==> src/rtl/pci_arb_pkg.sv <==
// Shared types and constants for the PCI bus arbiter.
// Holds the one-hot arbiter state encoding, the "no grant" pattern, the
// default revocation timeout used when PCI_ARB_TIMEOUT_EN is defined, and a
// small round-robin index helper.
package pci_arb_pkg;

  // Largest supported initiator count; GNT_NONE is sliced down from this.
  localparam int MAX_MASTERS = 8;

  // Idle cycles tolerated after a grant before it is revoked.
  localparam int DEF_TIMEOUT = 16;

  // Active-low grant bus with nobody granted.
  localparam logic [MAX_MASTERS-1:0] GNT_NONE = '1;

  // One-hot arbiter states.
  typedef enum logic [3:0] {
    IDLE  = 4'b0001,
    GRANT = 4'b0010,
    BUSY  = 4'b0100,
    TURN  = 4'b1000
  } arb_state_t;

  // Index following idx in a ring of n entries.
  function automatic int rr_next(input int idx, input int n);
    return (idx + 1 >= n) ? 0 : idx + 1;
  endfunction

endpackage

==> src/rtl/pci_rr_picker.sv <==
// Combinational round-robin picker.
// Returns the first asserted (active-high) request at or after ptr,
// wrapping from NUM_MASTERS-1 back to 0, and whether any request exists.
module pci_rr_picker
  import pci_arb_pkg::*;
#(
  parameter int NUM_MASTERS = 4,
  parameter int OWNER_W     = 2
) (
  input  logic [NUM_MASTERS-1:0] req,
  input  logic [OWNER_W-1:0]     ptr,
  output logic [OWNER_W-1:0]     winner,
  output logic                   valid
);

  // Candidate index at each offset from the pointer, and whether it requests.
  logic [OWNER_W:0]       sum  [NUM_MASTERS];
  logic [OWNER_W-1:0]     cand [NUM_MASTERS];
  logic [NUM_MASTERS-1:0] hit;

  for (genvar gi = 0; gi < NUM_MASTERS; gi++) begin : g_cand
    // One extra bit holds ptr+offset before the modulo wrap.
    assign sum[gi]  = {1'b0, ptr} + (OWNER_W+1)'(gi);
    assign cand[gi] = (sum[gi] >= (OWNER_W+1)'(NUM_MASTERS))
                    ? OWNER_W'(sum[gi] - (OWNER_W+1)'(NUM_MASTERS))
                    : OWNER_W'(sum[gi]);
    assign hit[gi]  = req[cand[gi]];
  end

  assign valid = |req;

  // Scan offsets from far to near so the nearest hit is the one that sticks.
  always_comb begin
    winner = '0;
    for (int k = NUM_MASTERS - 1; k >= 0; k--) begin
      if (hit[k]) begin
        winner = cand[k];
      end
    end
  end

endmodule

==> src/rtl/pci_bus_arbiter.sv <==
// Central PCI bus arbiter: fair round-robin over active-low REQ lines,
// active-low GNT outputs, one turnaround cycle between owners, hidden
// pre-emption of a busy owner when someone else is waiting.
// Optional feature macro: PCI_ARB_TIMEOUT_EN -- revokes a grant that has
// not been used (Frame never asserted) within TIMEOUT cycles.
module pci_bus_arbiter
  import pci_arb_pkg::*;
#(
  parameter int NUM_MASTERS = 4,
  parameter int OWNER_W     = 2,
  parameter int TIMEOUT     = DEF_TIMEOUT
) (
  input  logic                   Clock,
  input  logic                   RST,
  input  logic [NUM_MASTERS-1:0] Req,
  input  logic                   Frame,
  input  logic                   Irdy,
  output logic [NUM_MASTERS-1:0] Gnt,
  output logic [OWNER_W-1:0]     Owner,
  output logic                   BusIdle
);

  localparam logic [NUM_MASTERS-1:0] GNT_IDLE = GNT_NONE[NUM_MASTERS-1:0];
  localparam logic [NUM_MASTERS-1:0] ONE_HOT0 = NUM_MASTERS'(1);

  arb_state_t             state_reg;
  logic [NUM_MASTERS-1:0] reqq;
  logic [OWNER_W-1:0]     ptr_reg;

  logic                   bus_idle;
  logic                   frame_act;
  logic [NUM_MASTERS-1:0] req_act;
  logic [NUM_MASTERS-1:0] owner_mask;
  logic                   owner_req;
  logic                   other_req;
  logic [OWNER_W-1:0]     pick_winner;
  logic                   pick_valid;
  logic [OWNER_W-1:0]     winner_next;

  // Only a hard 0 counts as asserted on Frame/Irdy; z or x reads as released.
  assign bus_idle  = (Frame !== 1'b0) && (Irdy !== 1'b0);
  assign frame_act = (Frame === 1'b0);

  assign req_act     = ~reqq;
  assign owner_mask  = ONE_HOT0 << Owner;
  assign owner_req   = req_act[Owner];
  assign other_req   = |(req_act & ~owner_mask);
  assign winner_next = OWNER_W'(rr_next(int'(pick_winner), NUM_MASTERS));

  pci_rr_picker #(
    .NUM_MASTERS (NUM_MASTERS),
    .OWNER_W     (OWNER_W)
  ) u_picker (
    .req    (req_act),
    .ptr    (ptr_reg),
    .winner (pick_winner),
    .valid  (pick_valid)
  );

`ifdef PCI_ARB_TIMEOUT_EN
  localparam int TO_W = (TIMEOUT < 2) ? 1 : $clog2(TIMEOUT);
  logic [TO_W-1:0] to_cnt_reg;
`else
  // No revocation hardware; TIMEOUT only keeps both builds on one parameter list.
  if (TIMEOUT > 0) begin : g_timeout_unused
  end
`endif

  // Input sampling: one register stage on Req, bus-idle history for BusIdle.
  always_ff @(posedge Clock) begin
    if (RST) begin
      reqq    <= GNT_IDLE;
      BusIdle <= 1'b1;
    end else begin
      reqq    <= Req;
      BusIdle <= bus_idle;
    end
  end

  // Arbitration FSM with registered Gnt/Owner, pointer and grant timeout.
  always_ff @(posedge Clock) begin
    if (RST) begin
      state_reg  <= IDLE;
      Gnt        <= GNT_IDLE;
      Owner      <= '0;
      ptr_reg    <= '0;
`ifdef PCI_ARB_TIMEOUT_EN
      to_cnt_reg <= '0;
`endif
    end else begin
      unique case (state_reg)
        IDLE: begin
          if (pick_valid && bus_idle) begin
            Gnt       <= ~(ONE_HOT0 << pick_winner);
            Owner     <= pick_winner;
            ptr_reg   <= winner_next;
            state_reg <= GRANT;
          end
        end
        GRANT: begin
          // Frame beats a simultaneous request drop.
          if (frame_act) begin
            state_reg  <= BUSY;
`ifdef PCI_ARB_TIMEOUT_EN
            to_cnt_reg <= '0;
`endif
          end else if (!owner_req) begin
            Gnt        <= GNT_IDLE;
            state_reg  <= TURN;
`ifdef PCI_ARB_TIMEOUT_EN
            to_cnt_reg <= '0;
`endif
          end
`ifdef PCI_ARB_TIMEOUT_EN
          else if (to_cnt_reg == TO_W'(TIMEOUT - 1)) begin
            Gnt        <= GNT_IDLE;
            ptr_reg    <= OWNER_W'(rr_next(int'(Owner), NUM_MASTERS));
            state_reg  <= TURN;
            to_cnt_reg <= '0;
          end else begin
            to_cnt_reg <= to_cnt_reg + 1'b1;
          end
`endif
        end
        BUSY: begin
          if (bus_idle) begin
            Gnt       <= GNT_IDLE;
            state_reg <= TURN;
          end else if (other_req) begin
            // Owner keeps the bus until it finishes, but loses the grant now.
            Gnt <= GNT_IDLE;
          end
        end
        TURN: begin
          Gnt       <= GNT_IDLE;
          state_reg <= IDLE;
        end
        default: begin
          Gnt       <= GNT_IDLE;
          state_reg <= IDLE;
        end
      endcase
    end
  end

endmodule

==> config.mk <==
export PLATFORM = sky130hd
export DESIGN_NAME = pci_bus_arbiter
export DESIGN_NICKNAME = d
export VERILOG_FILES = /design/src/rtl/pci_arb_pkg.sv /design/src/rtl/pci_rr_picker.sv /design/src/rtl/pci_bus_arbiter.sv
export SDC_FILE = /design/constraint.sdc
export NUM_CORES = 1
export LEC_CHECK = 0
export CORE_AREA = 4 4 45 47
export CTS_CLUSTER_DIAMETER = 40
export DETAILED_ROUTE_END_ITERATION = 8
export DIE_AREA = 0 0 49 51
export PLACE_DENSITY = 0.9
export SLEW_MARGIN = 20
export SYNTH_ARGS = -nofsm -noshare
export SYNTH_HDL_FRONTEND = slang
export SYNTH_SLANG_ARGS = --single-unit
==> constraint.sdc <==
create_clock -name Clock -period 5.05 [get_ports Clock]
set_clock_uncertainty 0.15 [all_clocks]
set_input_delay 0.7575 -clock Clock [delete_from_list [all_inputs] [get_ports Clock]]
set_output_delay 0.7575 -clock Clock [all_outputs]
set_load 0.05 [all_outputs]
==> impl_metrics.ini, run 1 <==
[yosys]
synth_warnings = 0
synth_area_leader_cell = sky130_fd_sc_hd__dfxtp_1
unique_masters_post_synth = 33
synth_mux_area_frac = 0.120
yosys.area_share.simple = 0.314
synthesis.area_per_instance_um2 = 9.22
synth_sequential_area_ratio = 0.397
synth_seq_cells = 17
synth.top_cell.area_share = 0.397
synthesis.instances = 93
synth_area_leaders = sky130_fd_sc_hd__dfxtp_1 40%, sky130_fd_sc_hd__mux2i_1 9.3%, sky130_fd_sc_hd__nor2_1 5.3%
combinational_family_with_the_most_area_after_synthesis = simple AND/OR/NAND/NOR gates
post_synthesis_compound_gate_area_fraction = 0.128
synth_fp_nets = 102
synth_xor_xnor_area_share = 0
syn_area_um2 = 857
synth_fa_ha_area_frac = 0.0146

[layout]
layout-drive-gt1-share = 0.111
final_std_cell_area_no_fill_um2 = 1030
layout.cells.non_filler = 125
area_growth_syn_to_layout_pct = 19.9
leading_cell_type_in_the_layout_fill_and_taps_excluded = sky130_fd_sc_hd__dfxtp_1
layout_common_cells = 17 x sky130_fd_sc_hd__dfxtp_1, 14 x sky130_fd_sc_hd__clkdlybuf4s50_1, 12 x sky130_fd_sc_hd__nor2_1
fill_cells = 154
final_core_util = 0.622
net_count_of_the_finished_layout = 118
num_antenna_cells = 0

[critical_path]
critical-path-slowest-cell = sky130_fd_sc_hd__clkdlybuf4s50_1
critical_path_end_type = primary output
cp_slowest_stage_delay_ns = 0.85
critical_path.n_buffers_inverters = 1
regToRegSetupSlack_ns = 3.07
timing.reg2reg.worst_path_depth = 5
timing.critical_path.fanout_max = 6
worstSetupPathDepth = 1
critical_path.reg2reg.startpoint = state_reg[1]$_SDFFE_PP0P_
timing.setup.critical_path_class = reg -> out
crit_chain = clkdlybuf4s50_1
crit_family = buffers and inverters
timing.critical_path.arrival_ns = 1.62
worst_ep_required_time_ns = 4.14
worstReg2RegEnd = Gnt[0]$_SDFFE_PP1P_
worstSetupStartpointType = register

[placement]
placement.io_buffers = 14
placedCellCount = 121
globalplace.congestion = 0.820
dpl_cell_area_um2 = 1000
hpwlAfterDp_um = 1290

[sta]
drv_slew = 0
fin_setup_tns_ns = 0
timing.final.crit_period_ns = 2.53
slew_headroom = 0.575
final_min_period_over_clock_period = 0.501
finalSetupViolations = 0
worst_slew_pin_slew_ns = 0.636
unrepaired_setup_endpoints_after_global_routing = no
timing.final.hold_violations = 0
maxClockFrequency_mhz = 395

[die]
floorplan.die_area_um2 = 2500
core_um2 = 1650
ports = 15
std_cell_rows = 15
floorplan.initialDensity = 0.519
dieHeight_um = 51
chipWidth_um = 49

[pwr]
leakagePower_uw = 0.000390
power.density_cell_area_nw_per_um2 = 270
irDropWorstVdd_mv = 0.202

[global_route]
grt.total_usage = 0.161
gr-usage-met3 = 0.0525
met2_usage = 0.259
grt.met1_usage = 0.196
grt_max_degree = 22
antenna_violations_before_repair = 0
first_global_vias = 746
grt_first_pass_wirelength_um = 3080
grt.overflow.total = 0
global_route_hottest_layer = met2

[clock_network]
clock-sinks = 17
cts_resized = 0
post_cts_setup_buffers = 0
cts_tree = built
cts_root_buf = sky130_fd_sc_hd__clkbuf_4
post_cts_hold_buffer_count = 0
clkLatencyLatePin_ns = 0.30
total_cts_buffers = 3
cts_max_level = 1
clock_path_buffers = 2
cts.reportedPaths.clkPinSlew_ns = 0.09

[min_path]
hold_wc_startpoint = state_reg[3]$_SDFFE_PP0P_
hold_end = state_reg[0]$_SDFFE_PP1P_
hold-path-cell-count = 2
hold_class = reg -> reg

[detailed_routing]
drt_drc_violations_left = 0
route.detailed.wl_per_inst_um = 13.7
vias_per_cell = 5.77
drt-initial-drc-count = 16
route.final.wire_length_um = 1710
route.antenna.remaining_nets = 0
drt_pass1_iterations = 4
vias = 721

[job]
timing.max_cap.violations = 0

[status]
run_status = finished, final reports clean
[stage by stage]
stage | total power [uW] | hold WS (ns) | setup slack (ns)
after detailed placement | 207 | 0.347 | 2.73
after CTS | 278 | 0.370 | 2.51
after global routing | 292 | 0.404 | 2.45
after floorplan | 190 | 0.300 | 3.04
final | 277 | 0.360 | 2.52
after global placement | 205 | 0.333 | 2.75
[cell type report]
| type | count | area (um2) | share of cell area |
|---|---|---|---|
| multi-input combinational | 72 | 494 | 0.481 |
| sequential | 17 | 340 | 0.331 |
| timing repair buffer | 14 | 140 | 0.136 |
| clock buffer | 3 | 22.5 | 0.0219 |
| tap | 17 | 21.3 | 0.0207 |
| clock inverter | 1 | 5.00 | 0.00487 |
| inverter | 1 | 3.75 | 0.00365 |
[worst max path at each step]
stage                           endpoint                  start
6_report                        Owner[0]  Owner[0]$_SDFFE_PP0P_
4_1_cts                         Owner[0]  Owner[0]$_SDFFE_PP0P_
3_3_place_gp   state_reg[1]$_SDFFE_PP0P_                  Frame
2_1_floorplan        Gnt[0]$_SDFFE_PP1P_  Owner[0]$_SDFFE_PP0P_
3_5_place_dp   state_reg[1]$_SDFFE_PP0P_                  Frame
5_1_grt                         Owner[0]  Owner[0]$_SDFFE_PP0P_
[routing by layer]
metal / up-vias / wire (um)
met5: - / 0
met4: 0 / 16
met3: 4 / 82
met2: 13 / 846
met1: 337 / 768
li1: 367 / -
[cell usage after synthesis, drive strengths merged]
| master | n |
|---|---|
| nor4 | 1 |
| nor2b | 2 |
| buf | 1 |
| inv | 1 |
| or4b | 2 |
| nor4b | 2 |
| a221oi | 1 |
| nand4 | 1 |
| clkbuf | 2 |
| nand2b | 3 |
| ha | 1 |
| nor3b | 2 |
| a211oi | 1 |
| nand3 | 2 |
| mux4 | 1 |
| a21oi | 9 |
| nand2 | 7 |
| mux2i | 8 |
| o21ai | 1 |
| a311oi | 1 |
| nor2 | 14 |
| or2 | 6 |
| nand3b | 1 |
| dfxtp | 17 |
| o22ai | 2 |
| nor3 | 3 |
| o32ai | 1 |
[power by group]
part	switching (uW)	internal, uW	total, uW	leakage (uW)
Clock	43.6	29.5	73.1	0.0000177
Sequential	7.05	140	147	0.000139
Combinational	31.6	25.1	56.7	0.000233
[kinds of logic after synthesis]
group | after synthesis
compound gates | 16
buf+inv | 4
simple gates | 46
mux | 9
flops | 17
fa+ha+maj | 1
Power figures use the tool's default switching activity.
==> inputs of run 2 (changes only) <==
--- a/config.mk
+++ b/config.mk
@@ -5,11 +5,11 @@
 export SDC_FILE = /design/constraint.sdc
 export NUM_CORES = 1
 export LEC_CHECK = 0
-export CORE_AREA = 4 4 45 47
+export CORE_AREA = 4 4 49 51
 export CTS_CLUSTER_DIAMETER = 40
 export DETAILED_ROUTE_END_ITERATION = 8
-export DIE_AREA = 0 0 49 51
-export PLACE_DENSITY = 0.9
+export DIE_AREA = 0 0 53 55
+export PLACE_DENSITY = 0.81
 export SLEW_MARGIN = 20
 export SYNTH_ARGS = -nofsm -noshare
 export SYNTH_HDL_FRONTEND = slang
==> constraint.sdc (replaced) <==
create_clock -name Clock -period 2.24 [get_ports Clock]
set_clock_uncertainty 0.15 [all_clocks]
set_input_delay 0.336 -clock Clock [delete_from_list [all_inputs] [get_ports Clock]]
set_output_delay 0.336 -clock Clock [all_outputs]
set_load 0.05 [all_outputs]
==> run 2 against run 1 <==
Effect of this change: final area grew 1.8%; sequential share of layout area shrank 0.59 points; critical endpoint is now Owner[1]; clock power rose by 120%; hold slack improved by 0.0045 ns; critical path depth is the same; utilization is 8.3 points lower; global-route usage down 2.8 points; die area increased by 17%; largest power group unchanged; clock-buffer cell count increased by 1.
==> impl_metrics.ini, run 2 (same netlist as run 1, synthesis figures left out) <==
[clock_network]
clock-sinks = 17
clkLatencyLatePin_ns = 0.29
cts_root_buf = sky130_fd_sc_hd__clkbuf_4
cts.reportedPaths.clkPinSlew_ns = 0.10
cts_resized = 0
clock_path_buffers = 2
post_cts_hold_buffer_count = 0
cts_tree = built
post_cts_setup_buffers = 0
total_cts_buffers = 3
cts_max_level = 1

[sta]
maxClockFrequency_mhz = 477
drv_slew = 0
unrepaired_setup_endpoints_after_global_routing = no
timing.final.hold_violations = 0
worst_slew_pin_slew_ns = 0.504
finalSetupViolations = 0
final_min_period_over_clock_period = 0.935
timing.final.crit_period_ns = 2.09
slew_headroom = 0.663
fin_setup_tns_ns = 0

[layout]
net_count_of_the_finished_layout = 119
fill_cells = 187
final_std_cell_area_no_fill_um2 = 1050
num_antenna_cells = 0
leading_cell_type_in_the_layout_fill_and_taps_excluded = sky130_fd_sc_hd__dfxtp_1
area.sequential_um2 = 340
layout_common_cells = 17 x sky130_fd_sc_hd__dfxtp_1, 14 x sky130_fd_sc_hd__clkdlybuf4s50_1, 12 x sky130_fd_sc_hd__nor2_1
multi_input_comb_area_um2 = 494
area_growth_syn_to_layout_pct = 22.0
layout-drive-gt1-share = 0.110

[critical_path]
worst_ep_required_time_ns = 1.75
regToRegSetupSlack_ns = 0.32
timing.setup.critical_path_class = reg -> out
worstReg2RegEnd = Gnt[2]$_SDFFE_PP1P_
worstSetupStartpointType = register
crit_family = buffers and inverters
crit_chain = clkdlybuf4s50_1
timing.critical_path.arrival_ns = 1.61
critical_path.reg2reg.startpoint = state_reg[1]$_SDFFE_PP0P_
critical_path_end_type = primary output
cp_slowest_stage_delay_ns = 0.86
timing.reg2reg.worst_path_depth = 5
critical-path-slowest-cell = sky130_fd_sc_hd__clkdlybuf4s50_1
timing.critical_path.fanout_max = 6
critical_path.n_buffers_inverters = 1

[min_path]
hold_end = state_reg[0]$_SDFFE_PP1P_
hold-path-cell-count = 2
hold_wc_startpoint = state_reg[3]$_SDFFE_PP0P_
hold_class = reg -> reg

[detailed_routing]
route.final.wire_length_um = 1750
vias = 727
vias_per_cell = 5.35
route.detailed.wl_per_inst_um = 12.9
drt-initial-drc-count = 14
drt_pass1_iterations = 4
route.antenna.remaining_nets = 0
drt_drc_violations_left = 0

[die]
ports = 15
chipWidth_um = 53
floorplan.die_area_um2 = 2920
dieHeight_um = 55
std_cell_rows = 16
core_um2 = 1940
floorplan.initialDensity = 0.441

[pwr]
leakagePower_uw = 0.000392
power.density_cell_area_nw_per_um2 = 598
irDropWorstVdd_mv = 0.411

[global_route]
grt_first_pass_wirelength_um = 2880
grt.overflow.total = 0
first_global_vias = 638
grt_max_degree = 14
antenna_violations_before_repair = 0
grt.total_usage = 0.133

[placement]
globalplace.congestion = 0.908
placement.io_buffers = 14
dpl_cell_area_um2 = 1020
hpwlAfterDp_um = 1300

[job]
timing.max_cap.violations = 0

[status]
run_status = finished, final reports clean
run 2: cell count changes in the layout (fill, tap and decap cells not counted):
cell                       previous run  this run
sky130_fd_sc_hd__buf_4                0         1
sky130_fd_sc_hd__clkinv_2             1         0
sky130_fd_sc_hd__clkbuf_1             0         1
run 2: cell type report:
class,count,share of cell area
clock buffer,4,0.0251
tap,27,0.0323
timing repair buffer,15,0.141
inverter,1,0.00359
multi-input combinational,72,0.472
sequential,17,0.325
run 2: worst register-to-register path: stages, from the launching register on:
cell,delay [ns]
sky130_fd_sc_hd__dfxtp_1,0.34
sky130_fd_sc_hd__or4b_1,0.73
sky130_fd_sc_hd__a21oi_2,0.21
sky130_fd_sc_hd__nor3_1,0.06
sky130_fd_sc_hd__o21ai_2,0.14
sky130_fd_sc_hd__mux2i_1,0.22
run 2: metrics by stage:
stage	cells	hold slack, ns	utilization	total power [uW]	worst slack, ns
after detailed placement	132	0.340	0.525	467	0.324
after floorplan	93	0.283	-	429	0.229
after CTS	136	0.365	0.539	628	0.140
after global placement	132	0.337	0.525	465	0.342
final	136	0.365	0.539	625	0.145
after global routing	136	0.394	0.539	649	0.0820
run 2: layer usage:
layer / vias up / wire [um] / GRT usage
li1: 366 / - / -
met1: 339 / 848 / 0.182
met2: 18 / 820 / 0.211
met3: 4 / 64 / 0.0188
met4: 0 / 20 / 0.0511
met5: - / 0 / 0
run 2: worst max-delay path by stage:
| stage | start | end | slack, ns | depth (start not counted) |
|---|---|---|---|---|
| 2_1_floorplan | Owner[0]$_SDFFE_PP0P_ | Gnt[0]$_SDFFE_PP1P_ | 0.23 | 5 |
| 3_3_place_gp | Frame | Owner[1]$_SDFFE_PP0P_ | 0.34 | 5 |
| 3_5_place_dp | Frame | Gnt[2]$_SDFFE_PP1P_ | 0.32 | 5 |
| 4_1_cts | Owner[0]$_SDFFE_PP0P_ | Owner[0] | 0.14 | 1 |
| 5_1_grt | Owner[0]$_SDFFE_PP0P_ | Owner[0] | 0.08 | 1 |
| 6_report | Owner[1]$_SDFFE_PP0P_ | Owner[1] | 0.15 | 1 |
run 2: where the power goes:
part | internal, uW | switching (uW) | total [uW]
Clock | 69.1 | 95.4 | 164
Combinational | 57.5 | 71.8 | 129
Sequential | 316 | 15.5 | 332
Total | 443 | 183 | 625
